===== config.mk =====
export PLATFORM = sky130hd
export DESIGN_NAME = io_cycle_ctrl_flat
export DESIGN_NICKNAME = d
export VERILOG_FILES = /design/src/rtl/io_cycle_ctrl_if.sv /design/src/rtl/io_cycle_ctrl.sv /design/src/flat_wrapper.sv
export SDC_FILE = /design/constraint.sdc
export NUM_CORES = 1
export LEC_CHECK = 0
export BUFFER_PORTS_ARGS = -buffer_cell sky130_fd_sc_hd__buf_2
export CAP_MARGIN = 20
export CORE_UTILIZATION = 24
export DETAILED_ROUTE_END_ITERATION = 8
export HOLD_SLACK_MARGIN = 0.12
export PLACE_DENSITY = 0.57
export SLEW_MARGIN = 20
export SYNTH_ARGS = -nofsm -noshare
export SYNTH_HDL_FRONTEND = slang
export SYNTH_SLANG_ARGS = --single-unit

===== constraint.sdc =====
create_clock -name SCLK -period 2.2 [get_ports SCLK]
set_input_delay 0.55 -clock SCLK [delete_from_list [all_inputs] [get_ports SCLK]]
set_output_delay 0.55 -clock SCLK [all_outputs]
set_load 0.05 [all_outputs]

===== src/rtl/io_cycle_ctrl_if.sv =====
// Signal bundle between the CPU-side decoder, io_cycle_ctrl and the peripheral port.
// Board net names are kept so schematics and RTL read the same.
interface io_cycle_ctrl_if #(
    parameter int PORT_W = 16,
    parameter int NUM_CS = 3
);
    logic              _AS;
    logic              R_W;
    logic [NUM_CS-1:0] _CS_REQ;
    logic [31:0]       DATA_IN;
    logic [31:0]       DATA_OUT;
    logic              DATA_OE;
    logic [1:0]        _DSACK;
    logic              _IORDY;
    logic              _IOR;
    logic              _IOW;
    logic [NUM_CS-1:0] _CS_OUT;
    logic [PORT_W-1:0] PD_IN;
    logic [PORT_W-1:0] PD_OUT;
    logic              PD_OE;
    logic              TIMEOUT_ERR;

    modport master (
        output _AS, R_W, _CS_REQ, DATA_IN, _IORDY, PD_IN,
        input  DATA_OUT, DATA_OE, _DSACK, _IOR, _IOW, _CS_OUT, PD_OUT, PD_OE, TIMEOUT_ERR
    );

    modport slave (
        input  _AS, R_W, _CS_REQ, DATA_IN, _IORDY, PD_IN,
        output DATA_OUT, DATA_OE, _DSACK, _IOR, _IOW, _CS_OUT, PD_OUT, PD_OE, TIMEOUT_ERR
    );
endinterface


===== src/rtl/io_cycle_ctrl.sv =====
// Timed 8/16-bit peripheral cycle generator with setup/strobe/hold, IORDY wait,
// timeout and 68030 dynamic-bus-sizing acknowledge. All outputs are registered.
module io_cycle_ctrl #(
    parameter int PORT_W     = 16,
    parameter int NUM_CS     = 3,
    parameter int SETUP_CYC  = 1,
    parameter int STROBE_CYC = 3,
    parameter int HOLD_CYC   = 1,
    parameter int TIMEOUT    = 255
) (
    input logic            SCLK,
    input logic            _RST,
    io_cycle_ctrl_if.slave bus
);
    localparam int MAX_SH  = (SETUP_CYC > HOLD_CYC) ? SETUP_CYC : HOLD_CYC;
    localparam int MAX_SSH = (MAX_SH > STROBE_CYC) ? MAX_SH : STROBE_CYC;
    localparam int MAX_CYC = (MAX_SSH > TIMEOUT) ? MAX_SSH : TIMEOUT;
    localparam int CNT_W   = $clog2(MAX_CYC) + 1;

    localparam logic [CNT_W-1:0] SETUP_LAST   = CNT_W'(SETUP_CYC - 1);
    localparam logic [CNT_W-1:0] STROBE_LAST  = CNT_W'(STROBE_CYC - 1);
    localparam logic [CNT_W-1:0] HOLD_LAST    = CNT_W'(HOLD_CYC - 1);
    localparam logic [CNT_W-1:0] TIMEOUT_LAST = CNT_W'(TIMEOUT - 1);
    localparam logic [1:0]       DSACK_ACT    = (PORT_W == 8) ? 2'b10 : 2'b01;

    typedef enum logic [2:0] {
        IDLE   = 3'd0,
        SETUP  = 3'd1,
        STROBE = 3'd2,
        WAIT   = 3'd3,
        HOLD   = 3'd4,
        ACK    = 3'd5
    } state_e;

    // Byte lanes the 68030 expects for an 8- or 16-bit port: replicate across 32 bits.
    function automatic logic [31:0] widen_pd(input logic [PORT_W-1:0] pd);
        return {(32 / PORT_W){pd}};
    endfunction

    state_e             state_q, state_d;
    logic [CNT_W-1:0]   cnt_q, cnt_d;
    logic               rd_q, rd_d;
    logic [NUM_CS-1:0]  sel_q, sel_d;
    logic               ior_n_q, ior_n_d;
    logic               iow_n_q, iow_n_d;
    logic [NUM_CS-1:0]  cs_out_n_q, cs_out_n_d;
    logic [1:0]         dsack_n_q, dsack_n_d;
    logic [31:0]        data_out_q, data_out_d;
    logic               data_oe_q, data_oe_d;
    logic [PORT_W-1:0]  pd_out_q, pd_out_d;
    logic               pd_oe_q, pd_oe_d;
    logic               timeout_err_q, timeout_err_d;

    logic [NUM_CS-1:0]  req_s, req_low_s;
    logic [PORT_W-1:0]  pd_lat_s;
    logic               capture_s, active_s, strobe_s;

    // Active requests, and the lowest-index one isolated as a one-hot mask.
    always_comb begin
        req_s     = ~bus._CS_REQ;
        req_low_s = req_s & (~req_s + NUM_CS'(1));
    end

    // Next-state, counter and registered-output decode.
    always_comb begin
        state_d       = state_q;
        cnt_d         = cnt_q;
        rd_d          = rd_q;
        sel_d         = sel_q;
        pd_lat_s      = pd_out_q;
        capture_s     = 1'b0;
        timeout_err_d = 1'b0;
        case (state_q)
            IDLE: begin
                if (!bus._AS && (req_s != {NUM_CS{1'b0}})) begin
                    state_d  = SETUP;
                    cnt_d    = {CNT_W{1'b0}};
                    rd_d     = bus.R_W;
                    sel_d    = req_low_s;
                    pd_lat_s = bus.DATA_IN[31 -: PORT_W];
                end else begin
                    state_d = IDLE;
                end
            end
            SETUP: begin
                if (bus._AS) begin
                    state_d = IDLE;
                end else if (cnt_q == SETUP_LAST) begin
                    state_d = STROBE;
                    cnt_d   = {CNT_W{1'b0}};
                end else begin
                    cnt_d = cnt_q + CNT_W'(1);
                end
            end
            STROBE: begin
                if (bus._AS) begin
                    state_d = IDLE;
                end else if (cnt_q == STROBE_LAST) begin
                    state_d   = bus._IORDY ? HOLD : WAIT;
                    cnt_d     = {CNT_W{1'b0}};
                    capture_s = bus._IORDY;
                end else begin
                    cnt_d = cnt_q + CNT_W'(1);
                end
            end
            WAIT: begin
                // Abort wins over timeout so an abandoned cycle never flags an error.
                if (bus._AS) begin
                    state_d = IDLE;
                end else if (bus._IORDY || (cnt_q == TIMEOUT_LAST)) begin
                    state_d       = HOLD;
                    cnt_d         = {CNT_W{1'b0}};
                    capture_s     = 1'b1;
                    timeout_err_d = !bus._IORDY;
                end else begin
                    cnt_d = cnt_q + CNT_W'(1);
                end
            end
            HOLD: begin
                if (bus._AS) begin
                    state_d = IDLE;
                end else if (cnt_q == HOLD_LAST) begin
                    state_d = ACK;
                    cnt_d   = {CNT_W{1'b0}};
                end else begin
                    cnt_d = cnt_q + CNT_W'(1);
                end
            end
            ACK: begin
                if (bus._AS) begin
                    state_d = IDLE;
                end else begin
                    state_d = ACK;
                end
            end
            default: begin
                state_d = IDLE;
            end
        endcase

        if (state_d == IDLE) begin
            cnt_d      = {CNT_W{1'b0}};
            pd_out_d   = {PORT_W{1'b0}};
            data_out_d = {32{1'b0}};
        end else if (capture_s && rd_q) begin
            pd_out_d   = pd_lat_s;
            data_out_d = widen_pd(bus.PD_IN);
        end else begin
            pd_out_d   = pd_lat_s;
            data_out_d = data_out_q;
        end

        active_s   = state_d inside {SETUP, STROBE, WAIT, HOLD};
        strobe_s   = state_d inside {STROBE, WAIT};
        ior_n_d    = !(strobe_s && rd_d);
        iow_n_d    = !(strobe_s && !rd_d);
        cs_out_n_d = active_s ? ~sel_d : {NUM_CS{1'b1}};
        pd_oe_d    = active_s && !rd_d;
        dsack_n_d  = (state_d == ACK) ? DSACK_ACT : 2'b11;
        data_oe_d  = (state_d == ACK) && rd_d;
    end

    // State, counter and output registers with synchronous active-low reset.
    always_ff @(posedge SCLK) begin
        if (!_RST) begin
            state_q       <= IDLE;
            cnt_q         <= {CNT_W{1'b0}};
            rd_q          <= 1'b0;
            sel_q         <= {NUM_CS{1'b0}};
            ior_n_q       <= 1'b1;
            iow_n_q       <= 1'b1;
            cs_out_n_q    <= {NUM_CS{1'b1}};
            dsack_n_q     <= 2'b11;
            data_out_q    <= {32{1'b0}};
            data_oe_q     <= 1'b0;
            pd_out_q      <= {PORT_W{1'b0}};
            pd_oe_q       <= 1'b0;
            timeout_err_q <= 1'b0;
        end else begin
            state_q       <= state_d;
            cnt_q         <= cnt_d;
            rd_q          <= rd_d;
            sel_q         <= sel_d;
            ior_n_q       <= ior_n_d;
            iow_n_q       <= iow_n_d;
            cs_out_n_q    <= cs_out_n_d;
            dsack_n_q     <= dsack_n_d;
            data_out_q    <= data_out_d;
            data_oe_q     <= data_oe_d;
            pd_out_q      <= pd_out_d;
            pd_oe_q       <= pd_oe_d;
            timeout_err_q <= timeout_err_d;
        end
    end

    assign bus._IOR        = ior_n_q;
    assign bus._IOW        = iow_n_q;
    assign bus._CS_OUT     = cs_out_n_q;
    assign bus._DSACK      = dsack_n_q;
    assign bus.DATA_OUT    = data_out_q;
    assign bus.DATA_OE     = data_oe_q;
    assign bus.PD_OUT      = pd_out_q;
    assign bus.PD_OE       = pd_oe_q;
    assign bus.TIMEOUT_ERR = timeout_err_q;
endmodule

===== src/flat_wrapper.sv =====
// flat-port wrapper written by rule: the top's interface ports become plain ports
module io_cycle_ctrl_flat 
#(
    parameter int PORT_W     = 16,
    parameter int NUM_CS     = 3,
    parameter int SETUP_CYC  = 1,
    parameter int STROBE_CYC = 3,
    parameter int HOLD_CYC   = 1,
    parameter int TIMEOUT    = 255
)
  (SCLK, _RST, bus__AS, bus_R_W, bus__CS_REQ, bus_DATA_IN, bus__IORDY, bus_PD_IN, bus_DATA_OUT, bus_DATA_OE, bus__DSACK, bus__IOR, bus__IOW, bus__CS_OUT, bus_PD_OUT, bus_PD_OE, bus_TIMEOUT_ERR);
  io_cycle_ctrl_if #(.PORT_W(PORT_W), .NUM_CS(NUM_CS)) bus_i ();
  input logic SCLK;
  input logic _RST;
  input wire logic [$bits(bus_i._AS)-1:0] bus__AS;
  input wire logic [$bits(bus_i.R_W)-1:0] bus_R_W;
  input wire logic [$bits(bus_i._CS_REQ)-1:0] bus__CS_REQ;
  input wire logic [$bits(bus_i.DATA_IN)-1:0] bus_DATA_IN;
  input wire logic [$bits(bus_i._IORDY)-1:0] bus__IORDY;
  input wire logic [$bits(bus_i.PD_IN)-1:0] bus_PD_IN;
  output wire logic [$bits(bus_i.DATA_OUT)-1:0] bus_DATA_OUT;
  output wire logic [$bits(bus_i.DATA_OE)-1:0] bus_DATA_OE;
  output wire logic [$bits(bus_i._DSACK)-1:0] bus__DSACK;
  output wire logic [$bits(bus_i._IOR)-1:0] bus__IOR;
  output wire logic [$bits(bus_i._IOW)-1:0] bus__IOW;
  output wire logic [$bits(bus_i._CS_OUT)-1:0] bus__CS_OUT;
  output wire logic [$bits(bus_i.PD_OUT)-1:0] bus_PD_OUT;
  output wire logic [$bits(bus_i.PD_OE)-1:0] bus_PD_OE;
  output wire logic [$bits(bus_i.TIMEOUT_ERR)-1:0] bus_TIMEOUT_ERR;
  assign bus_i._AS = bus__AS;
  assign bus_i.R_W = bus_R_W;
  assign bus_i._CS_REQ = bus__CS_REQ;
  assign bus_i.DATA_IN = bus_DATA_IN;
  assign bus_i._IORDY = bus__IORDY;
  assign bus_i.PD_IN = bus_PD_IN;
  assign bus_DATA_OUT = bus_i.DATA_OUT;
  assign bus_DATA_OE = bus_i.DATA_OE;
  assign bus__DSACK = bus_i._DSACK;
  assign bus__IOR = bus_i._IOR;
  assign bus__IOW = bus_i._IOW;
  assign bus__CS_OUT = bus_i._CS_OUT;
  assign bus_PD_OUT = bus_i.PD_OUT;
  assign bus_PD_OE = bus_i.PD_OE;
  assign bus_TIMEOUT_ERR = bus_i.TIMEOUT_ERR;
  io_cycle_ctrl #(.PORT_W(PORT_W), .NUM_CS(NUM_CS), .SETUP_CYC(SETUP_CYC), .STROBE_CYC(STROBE_CYC), .HOLD_CYC(HOLD_CYC), .TIMEOUT(TIMEOUT)) u_core (.SCLK(SCLK), ._RST(_RST), .bus(bus_i));
endmodule

==> flow_summary.ini <==
[global_routing]
use_met1 = 0.156
antenna_found_initial = 0
grt_pass1_wl_mm = 11.2
grt_overflow = 0
grt_max_degree = 43
track_usage = 0.120
grt_util_met3 = 0.0308
grtUsageMet2 = 0.190
grt_pass1_vias = 2364
grt-busiest-layer = met2

[logic_synthesis]
postSynthAreaPerCell_um2 = 9.73
synth_top_cell_area_share = 0.410
syn-num-nets = 345
ys_seq_area_frac = 0.410
synth_cells = 286
ys_async_sr_fraction = 0
synthTopCellsByArea = dfxtp_1 (41%), mux2i_1 (6.1%), buf_4 (4.6%)
ys_ff_latch = 57
yosys_warnings = 0
post-synth-top-area-cell = dfxtp_1
synthFlopType = dfxtp_1
synth_edf_count = 0
syn_area_um2 = 2780
synth.distinct_cells = 54

[placed_design]
gp_congestion = 0.759
hpwl_mm = 4.78
port_buffers = 96
dp.cells = 505

[power]
p_clk_frac = 0.502
irDropWorstVdd_mv = 0.504
p_seq_frac = 0.378
pwr-share-comb = 0.120
power_per_cell_area_nw_per_um2 = 723
p_leak_uw = 0.00170
cell_internal_pwr_uw = 2130
power_switching_uw = 698
swShare = 0.247

[critical_path]
critPathLaunchType = flop
required_ps = 2400
cp-end-kind = flop
arrival_ps = 2360
path_max_fanout = 7
critPathKind = flop to flop

[routing]
viasPerCell = 4.70
vias = 2502
wl_mm = 7.57
drtPass1Iterations = 4
drt_iter0_markers = 116
drc = 0
wl_per_cell_um = 14.2
ant_nets = 0

[floorplanning]
die_area_um2 = 12000
row_count = 38
start_util = 0.251
die_h_um = 110
io_pins = 114
core_area_um2 = 11100
die_x_um = 110

[final_layout]
fillers = 1125
nets = 446
final_common_cell = buf_2
antennaDiodeCount = 0
area_growth_pct = 40.6
layout_common_cells = buf_2 (96), dfxtp_1 (53), nand3_1 (22)
final_cells = 532
final_layout_size_suffix_gt1_frac = 0.446

[timing]
fin_skew_ps = 11.5
hold_viol = 0
period_share = 0.982
rsz0062_at_grt = yes
setup_viol = 0
fmax_mhz = 463
timing.hold.ws_ps = 481
slew_violations = 0
setup_tns_ps = 0
min_period_ps = 2160

[clock_tree]
clkTransAtPathRegs_ps = 60
cts_buffers = 9
cts_tree = done
clockBufferDepth = 2
htreeDepth = 3
clock_sinks = 57
insertion_delay_ps = 330
clock-root-buffer = clkbuf_16

[outcome]
outcome = completed

[flow_run]
drv_cap = 0

[hold_path]
hold_path.class = primary input to flop
## Yosys cell counts, types with 2 or more instances
cell,n
nand4_1,2
o21a_1,2
nor2b_1,4
o31ai_4,3
a21oi_1,21
clkbuf_1,7
nor2_1,6
o211ai_1,3
nand3_1,22
a22oi_1,15
mux2i_1,17
nand2b_1,2
nor3b_1,4
a21oi_2,2
inv_1,5
nand3b_1,2
and3_1,3
a211oi_1,8
xor2_1,5
o21ai_0,18
buf_4,17
buf_6,4
and2_1,3
nor3_1,2
a22oi_2,4
dfxtp_1,57
nor4b_2,2
ha_1,3
nor4b_1,2
nand2_1,8
buf_2,10
## logic make-up after synthesis
logic type,synth area share
buffers and inverters,0.0962
and+or+nand+nor,0.174
adders and majority gates,0.0135
AOI/OAI and AO/OA,0.225
xor gates and xnor gates,0.0189
DFF,0.410
muxes,0.0611
other,0.00135
## final cells by class
cell class | instances | area, um^2 | area share
clock buffer | 12 | 256 | 0.0655
timing repair buffer | 128 | 842 | 0.215
sequential | 57 | 1150 | 0.293
inverter | 5 | 21.3 | 0.00543
clock inverter | 4 | 51.3 | 0.0131
tap | 140 | 175 | 0.0447
multi-input combinational | 186 | 1420 | 0.363
## worst paths after layout
path	startpoint	end	slack, ps	cells after the start
setup / recovery	u_core.cnt_q[0]	u_core.cnt_q[0]	40	9
hold / removal	bus_PD_IN[12]	u_core.bus.DATA_OUT[28]	480	3
setup reg to reg	u_core.cnt_q[0]	u_core.cnt_q[0]	40	9
hold reg to reg	u_core.bus.DATA_OUT[17]	u_core.bus.DATA_OUT[17]	490	2
## state kept, by name, indices dropped and copies added (netlist names), 3 cells and up
name and flops:
u_core.bus.DATA_OUT 16, u_core.bus.PD_OUT 16, u_core.bus._CS_OUT 3, u_core.cnt_q 9, u_core.sel_q 3, u_core.state_q 3
## worst max-delay path, cell delays in order, from the launching register on
cell and delay [ps]:
dfxtp_2 330, inv_4 70, ha_4 130, nor4b_4 260
a31oi_1 160, o31a_4 380, o31ai_4 250, buf_6 210
clkbuf_16 190, a22oi_2 70
## power by group through the flow
stage / Sequential, uW / Clock [uW] / Combinational, uW
after global placement: 1090 / 0 / 313
after floorplan: 1140 / 0 / 157
after CTS: 1070 / 1460 / 317
final: 1070 / 1420 / 339
after global routing: 1070 / 1510 / 366
after detailed placement: 1090 / 0 / 316
## per-stage QoR
stage / total power, uW / setup slack, ps / utilization / area, um^2
global route: 2950 / -38.7 / 0.353 / 3920
floorplan: 1300 / 115 / - / 2780
global placement: 1400 / -46.7 / 0.307 / 3400
detailed placement: 1410 / -64.8 / 0.307 / 3400
finish: 2830 / 38.8 / 0.353 / 3920
CTS: 2850 / -8.66 / 0.335 / 3720
## per-layer routing
metal	routed length, um	vias up
li1	-	1248
met1	3570	1188
met2	3620	60
met3	321	6
met4	55	0
met5	0	-
## repair_timing
item	in CTS	in global routing
setup buffers	0	5
hold buffers	0	0
resized for setup	2	14
pin swaps	0	8
endpoints found under the setup margin	44	45
cloned	0	6
No activity file was read; power rests on OpenSTA's default activity.
